==> config.mk <==
export PLATFORM = sky130hd
export DESIGN_NAME = audio_sample_accumulator
export DESIGN_NICKNAME = d
export VERILOG_FILES = /design/src/rtl/audio_sample_accumulator.sv
export SDC_FILE = /design/constraint.sdc
export NUM_CORES = 1
export LEC_CHECK = 0
export CAP_MARGIN = 20
export CORE_MARGIN = 2
export CORE_UTILIZATION = 58
export CTS_CLUSTER_SIZE = 20
export DETAILED_ROUTE_END_ITERATION = 10
export GPL_ROUTABILITY_DRIVEN = 0
export PLACE_DENSITY = 0.82
export SLEW_MARGIN = 30
export SYNTH_ARGS = -nofsm -noshare
export SYNTH_HDL_FRONTEND = slang
export SYNTH_HIERARCHICAL = 1
export SYNTH_SLANG_ARGS = --single-unit
==> constraint.sdc <==
create_clock -name clk_audio -period 16 [get_ports clk_audio]
set_input_delay 1.6 -clock clk_audio [delete_from_list [all_inputs] [get_ports clk_audio]]
set_output_delay 1.6 -clock clk_audio [all_outputs]
set_load 0.03 [all_outputs]
==> src/rtl/audio_sample_accumulator.sv <==
// rtl/audio_sample_accumulator.sv - groups multi-channel audio samples into HDMI audio-sample-packet payloads behind a packet FIFO

// Small packet queue; a push is accepted when not full, or when the head pops on the same edge.
module audio_packet_fifo #(
  parameter int WIDTH = 8,
  parameter int DEPTH = 2
) (
  input  logic             clk_audio,
  input  logic             audio_buffer_rst,
  input  logic             push,
  input  logic [WIDTH-1:0] push_data,
  input  logic             pop_ready,
  output logic             head_valid,
  output logic [WIDTH-1:0] head_data,
  output logic             full
);

  logic [WIDTH-1:0] mem [DEPTH];
  logic [2:0]       rd_ptr;
  logic [2:0]       wr_ptr;
  logic [3:0]       fill;
  logic             pop;
  logic             push_ok;

  function automatic logic [2:0] ptr_inc(input logic [2:0] p);
    return (p == 3'(DEPTH - 1)) ? 3'd0 : p + 3'd1;
  endfunction

  assign head_valid = (fill != 4'd0);
  assign full       = (fill == 4'(DEPTH));
  assign pop        = head_valid && pop_ready;
  assign push_ok    = push && (!full || pop);

  // Present the entry at the read pointer; it only changes when the head pops.
  always_comb begin
    head_data = '0;
    for (int i = 0; i < DEPTH; i++) begin
      if (rd_ptr == 3'(i)) head_data = mem[i];
    end
  end

  // Storage and pointer update; a full-FIFO push with pop overwrites the slot being vacated.
  always_ff @(posedge clk_audio or posedge audio_buffer_rst) begin
    if (audio_buffer_rst) begin
      for (int i = 0; i < DEPTH; i++) mem[i] <= '0;
      rd_ptr <= 3'd0;
      wr_ptr <= 3'd0;
      fill   <= 4'd0;
    end else begin
      for (int i = 0; i < DEPTH; i++) begin
        if (push_ok && (wr_ptr == 3'(i))) mem[i] <= push_data;
      end
      if (push_ok) wr_ptr <= ptr_inc(wr_ptr);
      if (pop)     rd_ptr <= ptr_inc(rd_ptr);
      fill <= fill + 4'(push_ok) - 4'(pop);
    end
  end

endmodule

// Sample collector: assembles up to MAX_SAMPLES_PER_PACKET samples, tags IEC block starts, queues packets.
module audio_sample_accumulator #(
  parameter int AUDIO_BIT_WIDTH        = 16,
  parameter int CHANNELS               = 2,
  parameter int MAX_SAMPLES_PER_PACKET = 4,
  parameter int DEPTH                  = 2
) (
  input  logic                                       clk_audio,
  input  logic                                       audio_buffer_rst,
  input  logic                                       sample_valid,
  input  logic [CHANNELS*AUDIO_BIT_WIDTH-1:0]        audio_sample_word,
  input  logic                                       packet_request,
  input  logic                                       packet_ready,
  output logic                                       packet_valid,
  output logic [MAX_SAMPLES_PER_PACKET*CHANNELS*24-1:0] packet_sample_word,
  output logic [MAX_SAMPLES_PER_PACKET-1:0]          packet_present,
  output logic [MAX_SAMPLES_PER_PACKET-1:0]          packet_start_of_block,
  output logic                                       packet_layout,
  output logic                                       overflow,
  output logic [7:0]                                 dropped_count
);

  localparam int MAXS   = MAX_SAMPLES_PER_PACKET;
  localparam int SLOT_W = CHANNELS * 24;
  localparam int PAY_W  = MAXS * SLOT_W;
  localparam int ENT_W  = PAY_W + 2 * MAXS;

  logic [2:0]        count;
  logic [2:0]        count_next;
  logic [7:0]        frame_index;
  logic [PAY_W-1:0]  asm_payload;
  logic [PAY_W-1:0]  asm_payload_next;
  logic [MAXS-1:0]   asm_sob;
  logic [MAXS-1:0]   asm_sob_next;
  logic [MAXS-1:0]   present_next;
  logic [SLOT_W-1:0] sample_just;
  logic              commit;
  logic              fifo_full;
  logic              drop;
  logic [ENT_W-1:0]  fifo_in;
  logic [ENT_W-1:0]  fifo_out;
  logic [8:0]        dropped_sum;

  assign packet_layout = (CHANNELS > 2) ? 1'b1 : 1'b0;

  // Left-justify every channel into a 24-bit container, low bits zero.
  always_comb begin
    sample_just = '0;
    for (int c = 0; c < CHANNELS; c++) begin
      sample_just[c*24 +: 24] = 24'(audio_sample_word[c*AUDIO_BIT_WIDTH +: AUDIO_BIT_WIDTH]) << (24 - AUDIO_BIT_WIDTH);
    end
  end

  // Merge this cycle's sample into the assembly buffer and decide whether the packet closes now.
  always_comb begin
    asm_payload_next = asm_payload;
    asm_sob_next     = asm_sob;
    count_next       = count;
    present_next     = '0;
    for (int s = 0; s < MAXS; s++) begin
      if (sample_valid && (count == 3'(s))) begin
        asm_payload_next[s*SLOT_W +: SLOT_W] = sample_just;
        asm_sob_next[s]                      = (frame_index == 8'd0);
      end
    end
    if (sample_valid) count_next = count + 3'd1;
    for (int s = 0; s < MAXS; s++) begin
      present_next[s] = (3'(s) < count_next);
    end
    commit = (count_next == 3'(MAXS)) || (packet_request && (count_next != 3'd0));
  end

  assign fifo_in     = {asm_sob_next, present_next, asm_payload_next};
  assign drop        = commit && fifo_full && !(packet_valid && packet_ready);
  assign dropped_sum = {1'b0, dropped_count} + 9'(count_next);

  // Assembly state; a commit empties the buffer so unused slots of the next packet stay zero.
  always_ff @(posedge clk_audio or posedge audio_buffer_rst) begin
    if (audio_buffer_rst) begin
      count       <= 3'd0;
      asm_payload <= '0;
      asm_sob     <= '0;
    end else if (commit) begin
      count       <= 3'd0;
      asm_payload <= '0;
      asm_sob     <= '0;
    end else begin
      count       <= count_next;
      asm_payload <= asm_payload_next;
      asm_sob     <= asm_sob_next;
    end
  end

  // IEC 60958 block position advances on every captured sample, even ones later dropped.
  always_ff @(posedge clk_audio or posedge audio_buffer_rst) begin
    if (audio_buffer_rst) begin
      frame_index <= 8'd0;
    end else if (sample_valid) begin
      frame_index <= (frame_index == 8'd191) ? 8'd0 : frame_index + 8'd1;
    end
  end

  // Sticky overflow flag and saturating count of samples lost with dropped packets.
  always_ff @(posedge clk_audio or posedge audio_buffer_rst) begin
    if (audio_buffer_rst) begin
      overflow      <= 1'b0;
      dropped_count <= 8'd0;
    end else if (drop) begin
      overflow      <= 1'b1;
      dropped_count <= dropped_sum[8] ? 8'd255 : dropped_sum[7:0];
    end
  end

  audio_packet_fifo #(
    .WIDTH (ENT_W),
    .DEPTH (DEPTH)
  ) u_packet_fifo (
    .clk_audio        (clk_audio),
    .audio_buffer_rst (audio_buffer_rst),
    .push             (commit),
    .push_data        (fifo_in),
    .pop_ready        (packet_ready),
    .head_valid       (packet_valid),
    .head_data        (fifo_out),
    .full             (fifo_full)
  );

  assign packet_sample_word    = fifo_out[PAY_W-1:0];
  assign packet_present        = fifo_out[PAY_W +: MAXS];
  assign packet_start_of_block = fifo_out[PAY_W+MAXS +: MAXS];

endmodule

==> flow_summary.yaml <==
floorplanning:
  start_util: 0.584
  core_mm2: 0.0474
  fp.dieH_um: 223
  pin_count: 248
  std_cell_rows: 80
  die_area_mm2: 0.0495
  dieWidth_um: 223
finish:
  post_route_cells_drive_above_1_share: 0.314
  area_growth_pct: 17.3
  utilization: 0.685
  nets: 2160
  fillers: 3264
  fin_area_mm2: 0.0325
critical_path:
  required_ns: 16.49
  worstReg2RegEnd: "u_packet_fifo/mem[317]"
  critPathCapture: "u_packet_fifo/mem[317]"
  cpMostUsedCell: "buf_4"
  reg2reg_slack_ns: 11.03
  cpPeakStageDelay_ns: 0.82
  endpoint_kind: "register"
  cpLargestDelayFamily: "buffers and inverters"
  worstSetupPathDepth: 10
  crit_fanout: 100
  crit_arrival_ns: 6.63
  start_kind: "input port"
  path_buf_inv: 5
  rr_worst_depth: 10
  r2r-start: "count[0]"
  cp_cell_sequence: "clkdlybuf4s50_1 -> or3_1 -> o21ai_2 -> mux2i_4 -> buf_6 -> inv_4 -> nand4b_4 -> buf_4 -> buf_4 -> mux2_2"
  setup.worst_path.class: "input port to register"
  crit_start: "sample_valid"
  slowest_stage: "buf_4"
synth:
  synth_top_cell_area_share: 0.565
  ys_seq_area_frac: 0.565
  ys_warn_count: 6
  syn-num-nets: 1956
  synth_edf_count: 0
  ys_ff_latch: 626
  synth_area_mm2: 0.0277
  ys.flop_type: "dfrtp_1"
  async_flop_share: 1.00
  synthCells: 1903
  yosys.area.top_type: "dfrtp_1"
  synthTopCellsByArea: "dfrtp_1 (57%), mux2_2 (13%), mux2_4 (11%)"
  synth_area_per_cell_um2: 14.6
  ys_types: 49
clock_network:
  cts_hold_buf: 0
  postCtsSetupBuffers: 0
  postCtsResizedCells: 0
  cts_tree: "done"
  clk_latency_ns: 0.62
  clk_pin_slew_ns: 0.06
  numClockSinks: 626
  clockRootBuffer: "clkbuf_16"
  numCtsBuffers: 61
  ctsHtreeMaxLevel: 2
  clk_path_buf_depth: 3
sta:
  maxSlewViolCount: 0
  rsz0062_at_grt: "no"
  finClkSkew_ns: 0.00801
  finalCritPeriodShare: 0.384
  tightest_slew_ns: 1.05
  min_period_ns: 6.14
  final_hold_viol_count: 0
  setup_tns_ns: 0
  setup_violations: 0
  fmax_mhz: 163
  slew_headroom: 0.298
drt:
  avgViaCountPerCell: 5.90
  route.detailed.drc: 0
  wl_um: 64400
  final_antenna_net_count: 0
  drt_iter0_drc: 1130
  via_count: 16381
  detail_route.wl_per_cell_um: 23.2
  firstDrtPassIters: 5
grt:
  grt_max_degree: 119
  grt_pass1_vias: 17306
  grt_pass1_wl_um: 101000
  track_usage: 0.260
  antenna_found_initial: 3
  overflow: 0
status:
  status: "finished, final reports clean"
min_path:
  min_path_type: "register to register"
pwr:
  p_total_mw: 5.17
  p_per_area_mw_per_mm2: 159
  leakage_nw: 16.2
  max-vdd-ir-drop_mv: 0.174
placement:
  dp_hpwl_um: 37900
  port_buffers: 246
  placed_cell_area_mm2: 0.0303
job:
  max_cap_violations: 0
-- placed cells by master, fill, tap and decap left out, drive strengths merged, types with 6 or more instances in the layout --
master	count
dfrtp	626
mux2	533
and2	261
clkdlybuf4s50	246
a22o	200
clkbuf	102
buf	27
nand2	23
inv	21
ha	14
nor2	10
xnor2	9
o21ai	9
clkinv	8
a31oi	7
nand4	6
-- area by class of cell --
class	count	area (µm²)	area share
clock inverters	13	169	0.00520
diodes	1	2.50	0.0000770
repair buffers	273	2710	0.0834
flip-flops and latches	626	15700	0.482
inverters	20	92.6	0.00285
clock buffers	102	1950	0.0601
well taps	615	769	0.0237
multi-input cells	1125	11100	0.343
-- worst register-to-register path, stage by stage, from the launching register on --
cell,delay [ns]
dfrtp_1,0.46
inv_1,0.10
ha_1,0.35
o21ai_2,0.25
mux2i_4,0.26
buf_6,0.51
inv_4,0.23
nand4b_4,0.56
buf_4,0.79
buf_4,0.84
mux2_2,0.49
-- cells by family (layout without fill, tap and decap cells) --
group,Yosys count,in the layout,share of synthesized area
compound gates,230,230,0.0704
other cells,1,2,0.000135
buf+inv,152,408,0.0337
mux,536,536,0.245
fa+ha+maj,16,16,0.00777
xor+xnor,12,12,0.00379
flops,626,626,0.565
simple gates,330,330,0.0736
-- per-layer routing --
metal,global-route usage,part of all wire,vias up,wire length [µm]
li1,-,-,7144,-
met1,0.355,0.42,8661,27100
met3,0.0444,0.053,104,3420
met2,0.425,0.49,468,31800
met4,0.0918,0.031,4,2000
met5,0,0.00040,-,26
-- where the power goes --
part	switching, mW	total, mW	internal [mW]
clock	0.605	1.49	0.890
combinational	0.988	1.72	0.732
sequential	0.136	1.95	1.82
-- cell usage after synthesis (all sizes together) (2+ instances only) --
library cell  instances
a22o                200
a21oi                 5
and2                261
nand3                 5
dfrtp               626
fa                    2
nand4                 6
mux2i                 3
nor3                  2
ha                   14
o21ai                 9
nor3b                 4
buf                  78
inv                  20
o211ai                2
or2                   2
a31oi                 7
xor2                  3
nor2b                 5
clkbuf               54
xnor2                 9
nor2                 10
a21o                  3
mux2                533
nand3b                3
nand2                23
-- state kept, by name, summed over array words and instances (netlist names) --
signal / count
frame_index: 8
asm_sob: 4
overflow: 1
dropped_count: 8
u_packet_fifo/mem: 400
asm_payload: 192
u_packet_fifo/wr_ptr: 3
count: 3
u_packet_fifo/rd_ptr: 3
u_packet_fifo/fill: 4
-- worst min path at each step --
stage	start	endpoint	slack, ns	cells past startpoint
after global routing	overflow	overflow	0.49	1
after global placement	overflow	overflow	0.45	1
after detailed placement	overflow	overflow	0.46	1
after CTS	overflow	overflow	0.48	1
after floorplan	u_packet_fifo/wr_ptr[2]	u_packet_fifo/wr_ptr[2]	0.46	1
final	overflow	overflow	0.48	1
-- through the flow --
| step | cells | hold WS [ns] | worst slack, ns |
|---|---|---|---|
| after floorplan | 1903 | 0.460 | 2.99 |
| after detailed placement | 2657 | 0.459 | 8.94 |
| after global routing | 2774 | 0.494 | 9.56 |
| final | 2775 | 0.476 | 9.86 |
| after global placement | 2657 | 0.451 | 9.00 |
| after CTS | 2772 | 0.479 | 9.60 |
No activity file was read; power rests on OpenSTA's default activity.
